--- src/rtl/pe_fp_ctrl.sv ---
// pe_fp_ctrl: sequencer for one fused conv/pool/binarize processing element.
// Walks filter (outer), pooled row, pooled column (inner). For each output
// position it fetches the window, runs the PE for PE_LAT cycles, captures the
// binarized bit and pool index, then writes it out through valid/ready.
//
// Ports:
//   clk, rst              clock, synchronous active-high reset
//   start                 begin a layer (sampled only in IDLE)
//   busy, done            layer status; done is a one-cycle pulse
//   w_req/w_addr/w_ack    weight load handshake (w_addr = filter index)
//   win_req/win_row/win_col/win_ack  window fetch handshake
//   pe_en                 PE enable, held PE_LAT cycles per output
//   pe_bit, pe_pindex     PE result inputs
//   out_valid/out_ready   output buffer handshake
//   out_data/out_pindex/out_addr  captured result and its linear address
module pe_fp_ctrl #(
  parameter int OUT_H        = 4,
  parameter int OUT_W        = 4,
  parameter int N_FILTER     = 8,
  parameter int PE_LAT       = 2,
  parameter int PINDEX_WIDTH = 2,
  localparam int RW = (OUT_H > 1) ? $clog2(OUT_H) : 1,
  localparam int CW = (OUT_W > 1) ? $clog2(OUT_W) : 1,
  localparam int FW = (N_FILTER > 1) ? $clog2(N_FILTER) : 1,
  localparam int AW = (N_FILTER * OUT_H * OUT_W > 1) ? $clog2(N_FILTER * OUT_H * OUT_W) : 1
) (
  input  logic                    clk,
  input  logic                    rst,
  input  logic                    start,
  output logic                    busy,
  output logic                    done,
  output logic                    w_req,
  output logic [FW-1:0]           w_addr,
  input  logic                    w_ack,
  output logic                    win_req,
  output logic [RW-1:0]           win_row,
  output logic [CW-1:0]           win_col,
  input  logic                    win_ack,
  output logic                    pe_en,
  input  logic                    pe_bit,
  input  logic [PINDEX_WIDTH-1:0] pe_pindex,
  output logic                    out_valid,
  input  logic                    out_ready,
  output logic                    out_data,
  output logic [PINDEX_WIDTH-1:0] out_pindex,
  output logic [AW-1:0]           out_addr
);

  localparam int LW = (PE_LAT > 1) ? $clog2(PE_LAT) : 1;

  typedef enum logic [2:0] {
    IDLE,
    LOAD_W,
    FETCH,
    COMPUTE,
    WRITE,
    DONE
  } state_t;

  state_t                  state_q, state_d;
  logic [FW-1:0]           f_q, f_d;
  logic [RW-1:0]           r_q, r_d;
  logic [CW-1:0]           c_q, c_d;
  logic [AW-1:0]           addr_q, addr_d;
  logic [LW-1:0]           lat_q, lat_d;
  logic                    data_q, data_d;
  logic [PINDEX_WIDTH-1:0] pidx_q, pidx_d;

  always_ff @(posedge clk) begin
    if (rst) begin
      state_q <= IDLE;
      f_q     <= '0;
      r_q     <= '0;
      c_q     <= '0;
      addr_q  <= '0;
      lat_q   <= '0;
      data_q  <= 1'b0;
      pidx_q  <= '0;
    end else begin
      state_q <= state_d;
      f_q     <= f_d;
      r_q     <= r_d;
      c_q     <= c_d;
      addr_q  <= addr_d;
      lat_q   <= lat_d;
      data_q  <= data_d;
      pidx_q  <= pidx_d;
    end
  end

  // Outputs are decoded from registered state only, so they move on clock edges.
  assign busy       = (state_q != IDLE);
  assign done       = (state_q == DONE);
  assign w_req      = (state_q == LOAD_W);
  assign win_req    = (state_q == FETCH);
  assign pe_en      = (state_q == COMPUTE);
  assign out_valid  = (state_q == WRITE);
  assign w_addr     = f_q;
  assign win_row    = r_q;
  assign win_col    = c_q;
  assign out_data   = data_q;
  assign out_pindex = pidx_q;
  assign out_addr   = addr_q;

  always_comb begin
    state_d = state_q;
    f_d     = f_q;
    r_d     = r_q;
    c_d     = c_q;
    addr_d  = addr_q;
    lat_d   = lat_q;
    data_d  = data_q;
    pidx_d  = pidx_q;

    unique case (state_q)
      IDLE: begin
        if (start) begin
          f_d     = '0;
          r_d     = '0;
          c_d     = '0;
          addr_d  = '0;
          state_d = LOAD_W;
        end
      end

      LOAD_W: begin
        if (w_ack) state_d = FETCH;
      end

      FETCH: begin
        if (win_ack) begin
          lat_d   = '0;
          state_d = COMPUTE;
        end
      end

      COMPUTE: begin
        // Capture in the final enabled cycle; the PE result is valid then.
        if (lat_q == LW'(PE_LAT - 1)) begin
          data_d  = pe_bit;
          pidx_d  = pe_pindex;
          state_d = WRITE;
        end else begin
          lat_d = lat_q + 1'b1;
        end
      end

      WRITE: begin
        if (out_ready) begin
          addr_d = addr_q + 1'b1;
          if (c_q != CW'(OUT_W - 1)) begin
            c_d     = c_q + 1'b1;
            state_d = FETCH;
          end else begin
            c_d = '0;
            if (r_q != RW'(OUT_H - 1)) begin
              r_d     = r_q + 1'b1;
              state_d = FETCH;
            end else begin
              r_d = '0;
              if (f_q != FW'(N_FILTER - 1)) begin
                // New filter: weights must be reloaded before the next fetch.
                f_d     = f_q + 1'b1;
                state_d = LOAD_W;
              end else begin
                state_d = DONE;
              end
            end
          end
        end
      end

      DONE: state_d = IDLE;

      default: state_d = IDLE;
    endcase
  end

endmodule
--- config.mk ---
export PLATFORM = sky130hd
export DESIGN_NAME = pe_fp_ctrl
export DESIGN_NICKNAME = d
export VERILOG_FILES = /design/src/rtl/pe_fp_ctrl.sv
export SDC_FILE = /design/constraint.sdc
export NUM_CORES = 1
export LEC_CHECK = 0
export ABC_AREA = 1
export CAP_MARGIN = 10
export CORE_ASPECT_RATIO = 1.5
export CORE_MARGIN = 4
export CORE_UTILIZATION = 35
export CTS_CLUSTER_DIAMETER = 60
export DETAILED_ROUTE_END_ITERATION = 16
export DONT_BUFFER_PORTS = 1
export HOLD_SLACK_MARGIN = 0.1
export SLEW_MARGIN = 20
export SYNTH_ARGS = -nofsm -noshare
export SYNTH_HDL_FRONTEND = slang
export SYNTH_SLANG_ARGS = --single-unit
export TNS_END_PERCENT = 30
--- constraint.sdc ---
create_clock -name clk -period 2.65 [get_ports clk]
set_clock_uncertainty 0.2 [all_clocks]
set_input_delay 0.265 -clock clk [delete_from_list [all_inputs] [get_ports clk]]
set_output_delay 0.265 -clock clk [all_outputs]
set_load 0.1 [all_outputs]
==> out/metrics.cfg, run 1 <==
[worst_setup_path]
cp.required_ns=2.64
crit_arrival_ns=1.95
path_class=reg -> reg
worst_setup_path_end_kind=flop
path_max_fanout=8
crit_path_start_kind=flop

[status]
outcome=completed

[route]
ant_nets=0
vias=1121
avgViaCountPerCell=4.83
dr.pass1.iters=3
drtIter0Drc=12
drc=0
wl_per_cell_um=11.7
routed_wl_um=2720

[grt]
overflow=0
grt_start_max_net_pins=13
antenna_found_initial=0
grtUsageTotal_pct=13.6
first_global_vias=1088
grt_pass1_wl_um=4490

[logic_synthesis]
yosysWarnings=0
syn_nets=177
synth_area_mm2=0.00116
yosysSeqAreaShare_pct=36.2
syn_avg_cell_area_um2=7.13
netlist_instances=163
ys_ff_latch=21
synth_cell_types=24

[clock_tree]
cts.htree.levels=1
root_buffer=clkbuf_8
clockBufferDepth=2
cts_buffers=3
cts_tree=built
clkSinkCount=21
insertion_delay_ns=0.25
clk_pin_slew_ns=0.07
post_cts_buffers=0

[sta]
fmax_mhz=508
tightest_slew_ns=0.551
finalCriticalPeriod_ns=1.97
final_max_slew_viol_count=0
fin_crit_sh_pct=74.2
timing.slew.headroom_pct=63.2
tns_ns=0
fin_ws_ns=0.683
finalSetupViolCount=0
whs_ns=0.122
hold_viol=0
rsz0062_at_grt=false

[final_layout]
finish.utilization_pct=46.6
drive_above_1_share_pct=25.0
area_delta_synth_final_pct=26.6
layout.nets=207
antennaDiodeCount=0
final_cells=232

[floorplanning]
core_mm2=0.00316
die_x_um=55.1
dieArea_mm2=0.00433
die_h_um=78.6
io_pins=32
initial_core_util_pct=36.8
rows=25

[placement]
place_hpwl_um=2210
portBuffers=0
routabilityCongestion=0.807
placed_cells=224
dpl_worst_slack_ns=0.693

[worst_hold_path]
hold_class=in -> reg

[power_and_ir_drop]
p_leak_nw=0.714
p_per_area_mw_per_mm2=1200
peakVddDrop_v=0.000699

[run]
max_cap_violations=0

-- routing by layer --
layer / global-route usage (%) / up-vias / wire [um]
met4: 3.89 / 0 / 17
met2: 23.2 / 29 / 1320
li1: - / 593 / -
met5: 0 / - / 0
met1: 15.0 / 497 / 1130
met3: 5.12 / 2 / 254
-- through the flow --
step / power [mW] / area [um2]
global placement: 1.55 / 1390
global route: 1.89 / 1470
CTS: 1.78 / 1470
detailed placement: 1.57 / 1390
floorplan: 1.36 / 1170
finish: 1.76 / 1470
-- timing repair --
action                                 CTS  global route
hold buffers                             4             0
gates resized for setup                  0             0
endpoints found under the hold margin   16             0
-- final cells by class --
type | instances | area, um2
Tap cell | 40 | 50.0
Multi-Input combinational cell | 122 | 676
Inverter | 19 | 73.8
Fill cell | 319 | 1690
Clock buffer | 3 | 41.3
Timing Repair Buffer | 26 | 205
Clock inverter | 1 | 5.00
Sequential cell | 21 | 420
-- worst max-delay path, stage by stage, from the launching register on --
cell and delay (ns):
dfxtp_1 0.40, nor2_4 0.23, nand2_4 0.12, inv_2 0.43, o21ai_2 0.16, nand2_1 0.14
nand2_1 0.07, a21oi_1 0.14
-- report_power, final --
group	switching, mW	internal (mW)	leakage (nW)
registers	0.0694	0.368	0.171
clock network	0.0991	0.104	0.0255
logic	0.870	0.252	0.518
-- placed cells by master (no fill, tap or decap), drive strengths merged --
cell         instances
a21o                 1
a21oi               17
a31oi                1
buf                 22
clkbuf               3
clkinv               1
dfxtp               21
dlygate4sd3          4
ha                   5
inv                 19
nand2               40
nand3               15
nand4                2
nor2                27
nor3                 2
o211a                1
o21ai               11
-- registers in the layout, indices dropped and copies added, names as in the netlist --
name	flops
out_addr	7
state_q	3
w_addr	3
out_pindex	2
win_col	2
win_row	2
lat_q	1
out_data	1
-- cells by family (layout without fill, tap and decap cells) --
family          after synthesis  in the layout  share of synthesized area, %
flops                        21             21                          36.2
simple gates                 86             86                          36.7
fa+ha+maj                     5              5                          5.38
compound gates               31             31                          15.1
buf+inv                      20             49                          6.67
-- final timing paths --
kind | start | end | slack, ns | cells after the start
setup / recovery | state_q[1]$_SDFFE_PP0P_ | w_addr[1]$_SDFFE_PP0P_ | 0.68 | 7
setup reg to reg | state_q[1]$_SDFFE_PP0P_ | w_addr[1]$_SDFFE_PP0P_ | 0.68 | 7
hold / removal | win_ack | state_q[0]$_SDFFE_PP0P_ | 0.12 | 4
hold reg to reg | out_pindex[0]$_SDFFE_PP0P_ | out_pindex[0]$_SDFFE_PP0P_ | 0.27 | 2
-- Yosys cell counts --
| cell | n | area [um2] |
|---|---|---|
| o21ai_0 | 7 | 35.0 |
| inv_1 | 16 | 60.1 |
| nand2_2 | 2 | 12.5 |
| clkbuf_1 | 1 | 3.75 |
| nand2_4 | 3 | 33.8 |
| nand3_2 | 2 | 20.0 |
| nor2_2 | 4 | 25.0 |
| a31oi_1 | 1 | 6.26 |
| a21oi_2 | 1 | 8.76 |
| o21ai_1 | 2 | 10.0 |
| nand2_1 | 35 | 131 |
| nor2_4 | 4 | 45.0 |
| o211a_1 | 1 | 10.0 |
| dfxtp_1 | 21 | 420 |
| inv_2 | 2 | 7.51 |
| a21oi_1 | 16 | 80.1 |
| o21ai_2 | 2 | 17.5 |
| a21o_1 | 1 | 7.51 |
| nor3_1 | 2 | 10.0 |
| nand3_1 | 13 | 65.1 |
| ha_1 | 5 | 62.6 |
| nor2_1 | 19 | 71.3 |
| inv_4 | 1 | 6.26 |
| nand4_1 | 2 | 12.5 |
Power figures use the tool's default switching activity.
==> inputs of run 2 (changes only) <==
- clock period: 2.65 -> 2 ns (I/O delays scaled with it)
==> run 2 against run 1 <==
  * First-iteration DRC count rose to 2.8 times the previous value
  * Global-route usage is 0.63 points higher
  * Count of clock-buffer cells in the layout is the same
  * Sequential cell count is the same
  * Total power up 34%
  * Critical path depth is 4 lower
  * Utilization grew 1.5 points
  * Combinational power rose by 33%
  * Register-to-register slack worse by 0.33 ns
  * Hold slack better by 0.0060 ns
  * Highest routed layer unchanged
==> out/metrics.cfg, run 2 (synthesized netlist as in run 1, its figures left out) <==
[worst_setup_path]
path_class=reg -> out
rr_endpoint=out_addr[4]$_SDFFE_PP0P_
worst_setup_path_end_kind=primary output
crit_arrival_ns=1.47
critPathMaxStageDelay_ns=0.53
cpMaxStageDelayCell=dfxtp_1
path_buf_inv=1
r2r_slack_ns=0.35
reg2reg_depth=8
r2r_start=state_q[1]$_SDFFE_PP0P_
crit_path_start_kind=flop
path_cells=nand2_1 -> nor2_4 -> buf_4
cp.required_ns=1.60
path_max_fanout=8
path_delay_family=flip-flops

[final_layout]
finish.utilization_pct=48.1
drive_above_1_share_pct=29.1
final_common_cell=nand2_1
antennaDiodeCount=0
mostFrequentLayoutCells=nand2_1, buf_4, nor2_1, inv_1, a21oi_1
largest_register_ff_count=7
final_cells=236
final_area_mm2=0.00152
layout.nets=211
area_delta_synth_final_pct=30.7

[placement]
routabilityCongestion=0.807
dpl_worst_slack_ns=0.372
place_hpwl_um=2170
portBuffers=0
place_area_mm2=0.00140
placed_cells=225

[power_and_ir_drop]
power.total_mw=2.36
peakVddDrop_v=0.00114
p_leak_nw=0.735
p_per_area_mw_per_mm2=1550

[worst_hold_path]
hold_end=state_q[0]$_SDFFE_PP0P_
min_from=w_ack
hold_path_depth=5
hold_class=in -> reg

[grt]
use_met2_pct=25.1
overflow=0
grtUsageTotal_pct=14.2
busiest_layer=met2
grt_start_max_net_pins=13
gr-usage-met1_pct=15.2
antenna_found_initial=0
use_met3_pct=3.98
first_global_vias=1117
grt_pass1_wl_um=4680

[clock_tree]
clk_pin_slew_ns=0.08
post_cts_buffers=0
clockBufferDepth=2
insertion_delay_ns=0.26
clkSinkCount=21
cts.htree.levels=1
root_buffer=clkbuf_8
cts_tree=built
cts_buffers=3

[run]
max_cap_violations=0

[floorplanning]
io_pins=32
dieArea_mm2=0.00433
rows=25
initial_core_util_pct=36.8
die_x_um=55.1
core_mm2=0.00316
die_h_um=78.6

[sta]
finalSetupViolCount=0
tightest_slew_ns=0.478
rsz0062_at_grt=false
finalCriticalPeriod_ns=1.87
fin_crit_sh_pct=93.4
fmax_mhz=535
hold_viol=0
final_max_slew_viol_count=0
fin_ws_ns=0.132
timing.slew.headroom_pct=68.0

[route]
vias=1139
wl_per_cell_um=11.8
avgViaCountPerCell=4.83
routed_wl_um=2780
dr.pass1.iters=4
drtIter0Drc=34
drc=0
ant_nets=0

[status]
outcome=completed

## run 2: cell types whose count changed in the layout (fill, tap and decap cells not counted), sizes merged
cell,change
buf,+1
dlygate4sd3,+3
## run 2: worst reg2reg max path: cells and delay by family (launching register included)
kind / cells / cell delay, ns
and+or+nand+nor: 5 / 0.67
AOI/OAI and AO/OA: 1 / 0.12
buffers and inverters: 2 / 0.14
DFF: 1 / 0.41
## run 2: layout make-up
class / instances / area (um2)
Fill cell: 311 / 1640
Multi-Input combinational cell: 122 / 676
Sequential cell: 21 / 430
Timing Repair Buffer: 30 / 243
Inverter: 19 / 73.8
Tap cell: 40 / 50.0
Clock buffer: 3 / 41.3
Clock inverter: 1 / 5.00
## run 2: power breakdown
| part | total, mW | internal, mW | switching [mW] |
|---|---|---|---|
| Sequential | 0.597 | 0.494 | 0.103 |
| Combinational | 1.49 | 0.347 | 1.14 |
| Clock | 0.273 | 0.139 | 0.134 |
## run 2: per-layer routing
layer	wire length [um]	up-vias
met4	15	0
met3	220	2
li1	-	599
met1	1140	504
met5	0	-
met2	1410	34
## run 2: how the worst max path moves through the flow
| stage | startpoint | end | cells after the start |
|---|---|---|---|
| after floorplan | state_q[2]$_SDFFE_PP0P_ | done | 2 |
| after global placement | state_q[1]$_SDFFE_PP0P_ | out_addr[6]$_SDFFE_PP0P_ | 8 |
| after detailed placement | state_q[1]$_SDFFE_PP0P_ | out_addr[4]$_SDFFE_PP0P_ | 8 |
| after CTS | state_q[1]$_SDFFE_PP0P_ | pe_en | 3 |
| after global routing | state_q[1]$_SDFFE_PP0P_ | pe_en | 3 |
| final | state_q[1]$_SDFFE_PP0P_ | pe_en | 3 |
## run 2: what timing repair did
action / CTS / global route
hold buffers: 7 / 0
resized for setup: 0 / 0
hold endpoints to repair: 21 / 0
## run 2: stage by stage
stage               setup TNS (ns)  hold slack [ns]
detailed placement               0           0.0685
finish                           0            0.128
CTS                              0            0.122
global route                     0            0.205
global placement                 0           0.0642
floorplan                   -0.469            0.168
==> inputs of run 3 (changes only) <==
- CORE_MARGIN: 4 -> default
- CORE_UTILIZATION: 35 -> 55
- PLACE_DENSITY: default -> 0.7
==> run 3 against run 2 <==
  * Combinational power hardly changed
  * Global-route usage is 12 points higher
  * Register-to-register slack improved by 0.08 ns
  * Sequential cell count stayed put
  * Clock power is 26% lower
  * Sequential power is essentially flat
  * Count of clock-buffer cells in the layout did not move
  * Critical path type unchanged
  * Routed wire length down 4.7%
  * Critical endpoint is now win_req
  * Critical path depth grew 1
==> out/metrics.cfg, run 3 (synthesized netlist as in run 1, its figures left out) <==
[power_and_ir_drop]
p_sw_share_pct=59.9
p_int_mw=0.922
power.switching_mw=1.38
pwr-share-clk_pct=8.8
p_leak_nw=0.732
combPwrFrac_pct=65.1
power.total_mw=2.30
p_per_area_mw_per_mm2=1540
pwr-share-seq_pct=26.0
peakVddDrop_v=0.00126

[final_layout]
antennaDiodeCount=0
final_common_cell=nand2_1
multi_input_area_um2=676
seq_area_um2=432
final_cells=219
finish.utilization_pct=74.4
fillers=175
largest_register_ff_count=7
mostFrequentLayoutCells=nand2_1, buf_4, nor2_1, inv_1, a21oi_1
drive_above_1_share_pct=29.4
area_delta_synth_final_pct=28.1
layout.nets=212

[worst_setup_path]
path_max_fanout=10
crit_arrival_ns=1.49
critPathMaxStageDelay_ns=0.43
crit_path_start_kind=flop
cp.required_ns=1.60
path_delay_family=buffers and inverters
path_class=reg -> out
worst_setup_path_end_kind=primary output
path_buf_inv=2
path_cells=inv_4 -> nand2_1 -> nor2_2 -> buf_4
cpMaxStageDelayCell=dfxtp_1

[sta]
timing.slew.headroom_pct=69.9
whs_ns=0.275
fin_crit_sh_pct=94.3
fmax_mhz=530
hold_viol=0
finalCriticalPeriod_ns=1.89
rsz0062_at_grt=false
tightest_slew_ns=0.450
final_max_slew_viol_count=0
finalSetupViolCount=0

[clock_tree]
clk_pin_slew_ns=0.11
cts_tree=built
post_cts_buffers=0
cts.htree.levels=1
root_buffer=clkbuf_4
clockBufferDepth=2
insertion_delay_ns=0.31
cts_buffers=3
clkSinkCount=21

[grt]
grt_pass1_wl_um=4250
grtUsageTotal_pct=26.0
antenna_found_initial=0
overflow=0
first_global_vias=1037
grt_start_max_net_pins=13

[route]
drc=0
routed_wl_um=2650
ant_nets=0
avgViaCountPerCell=5.32
vias=1164
drtIter0Drc=13
wl_per_cell_um=12.1
dr.pass1.iters=4

[placement]
portBuffers=0
place_hpwl_um=2140
placed_cells=207
routabilityCongestion=0.758

[status]
outcome=completed

[floorplanning]
die_h_um=58.3
die_x_um=39.5
dieArea_mm2=0.00231
rows=20
initial_core_util_pct=58.1
core_mm2=0.00200
io_pins=32

[run]
max_cap_violations=0

[worst_hold_path]
hold_class=reg -> reg

run 3: cell types whose count changed in the layout (fill, tap and decap cells not counted), sizes merged:
cell and delta:
dlygate4sd3 +1
run 3: layout make-up:
| class | count | area share, % |
|---|---|---|
| repair buffers | 31 | 17.0 |
| inverters | 19 | 4.96 |
| clock buffers | 3 | 1.51 |
| flip-flops and latches | 21 | 29.0 |
| well taps | 22 | 1.85 |
| clock inverters | 1 | 0.336 |
| multi-input cells | 122 | 45.4 |
run 3: per-stage QoR:
step	area (um2)	setup TNS (ns)	worst slack (ns)
floorplan	1180	-0.469	-0.192
global placement	1380	0	0.428
detailed placement	1380	0	0.366
CTS	1490	0	0.0572
global route	1490	0	0.0229
finish	1490	0	0.113
run 3: what timing repair did:
| item | CTS | global route |
|---|---|---|
| resized for setup | 0 | 1 |
| setup endpoints to repair | 0 | 1 |
| hold buffers | 8 | 0 |
| endpoints found under the hold margin | 21 | 0 |
run 3: worst register-to-register path: cells and delay by family, from the launching register on:
| kind | cells | cell delay, ns |
|---|---|---|
| buf+inv | 2 | 0.15 |
| compound gates | 1 | 0.12 |
| simple gates | 5 | 0.64 |
| flops | 1 | 0.39 |
run 3: power groups by stage:
stage               registers (mW)  logic (mW)  clock network (mW)
global placement             0.603        1.46                   0
finish                       0.598        1.50               0.203
CTS                          0.596        1.51               0.209
global route                 0.613        1.61               0.229
detailed placement           0.607        1.49                   0
floorplan                    0.848       0.967                   0
run 3: worst paths after layout:
check / end / start / cells after the start / slack, ns
worst min register to register: out_data$_SDFFE_PP0P_ / out_data$_SDFFE_PP0P_ / 2 / 0.27
worst max register to register: out_addr[3]$_SDFFE_PP0P_ / state_q[1]$_SDFFE_PP0P_ / 8 / 0.43
worst max-delay path: win_req / state_q[2]$_SDFFE_PP0P_ / 4 / 0.11
worst min-delay path: out_data$_SDFFE_PP0P_ / out_data$_SDFFE_PP0P_ / 2 / 0.27
run 3: per-layer routing:
layer  track usage [%]  wire length (um)  up-vias  part of all wire [%]
li1                  -                 -      602                     -
met1              25.9               977      525                    37
met2              48.7              1520       30                    57
met3              4.53                96        7                   3.6
met4              11.3                55        0                   2.1
met5                 0                 0        -                     0
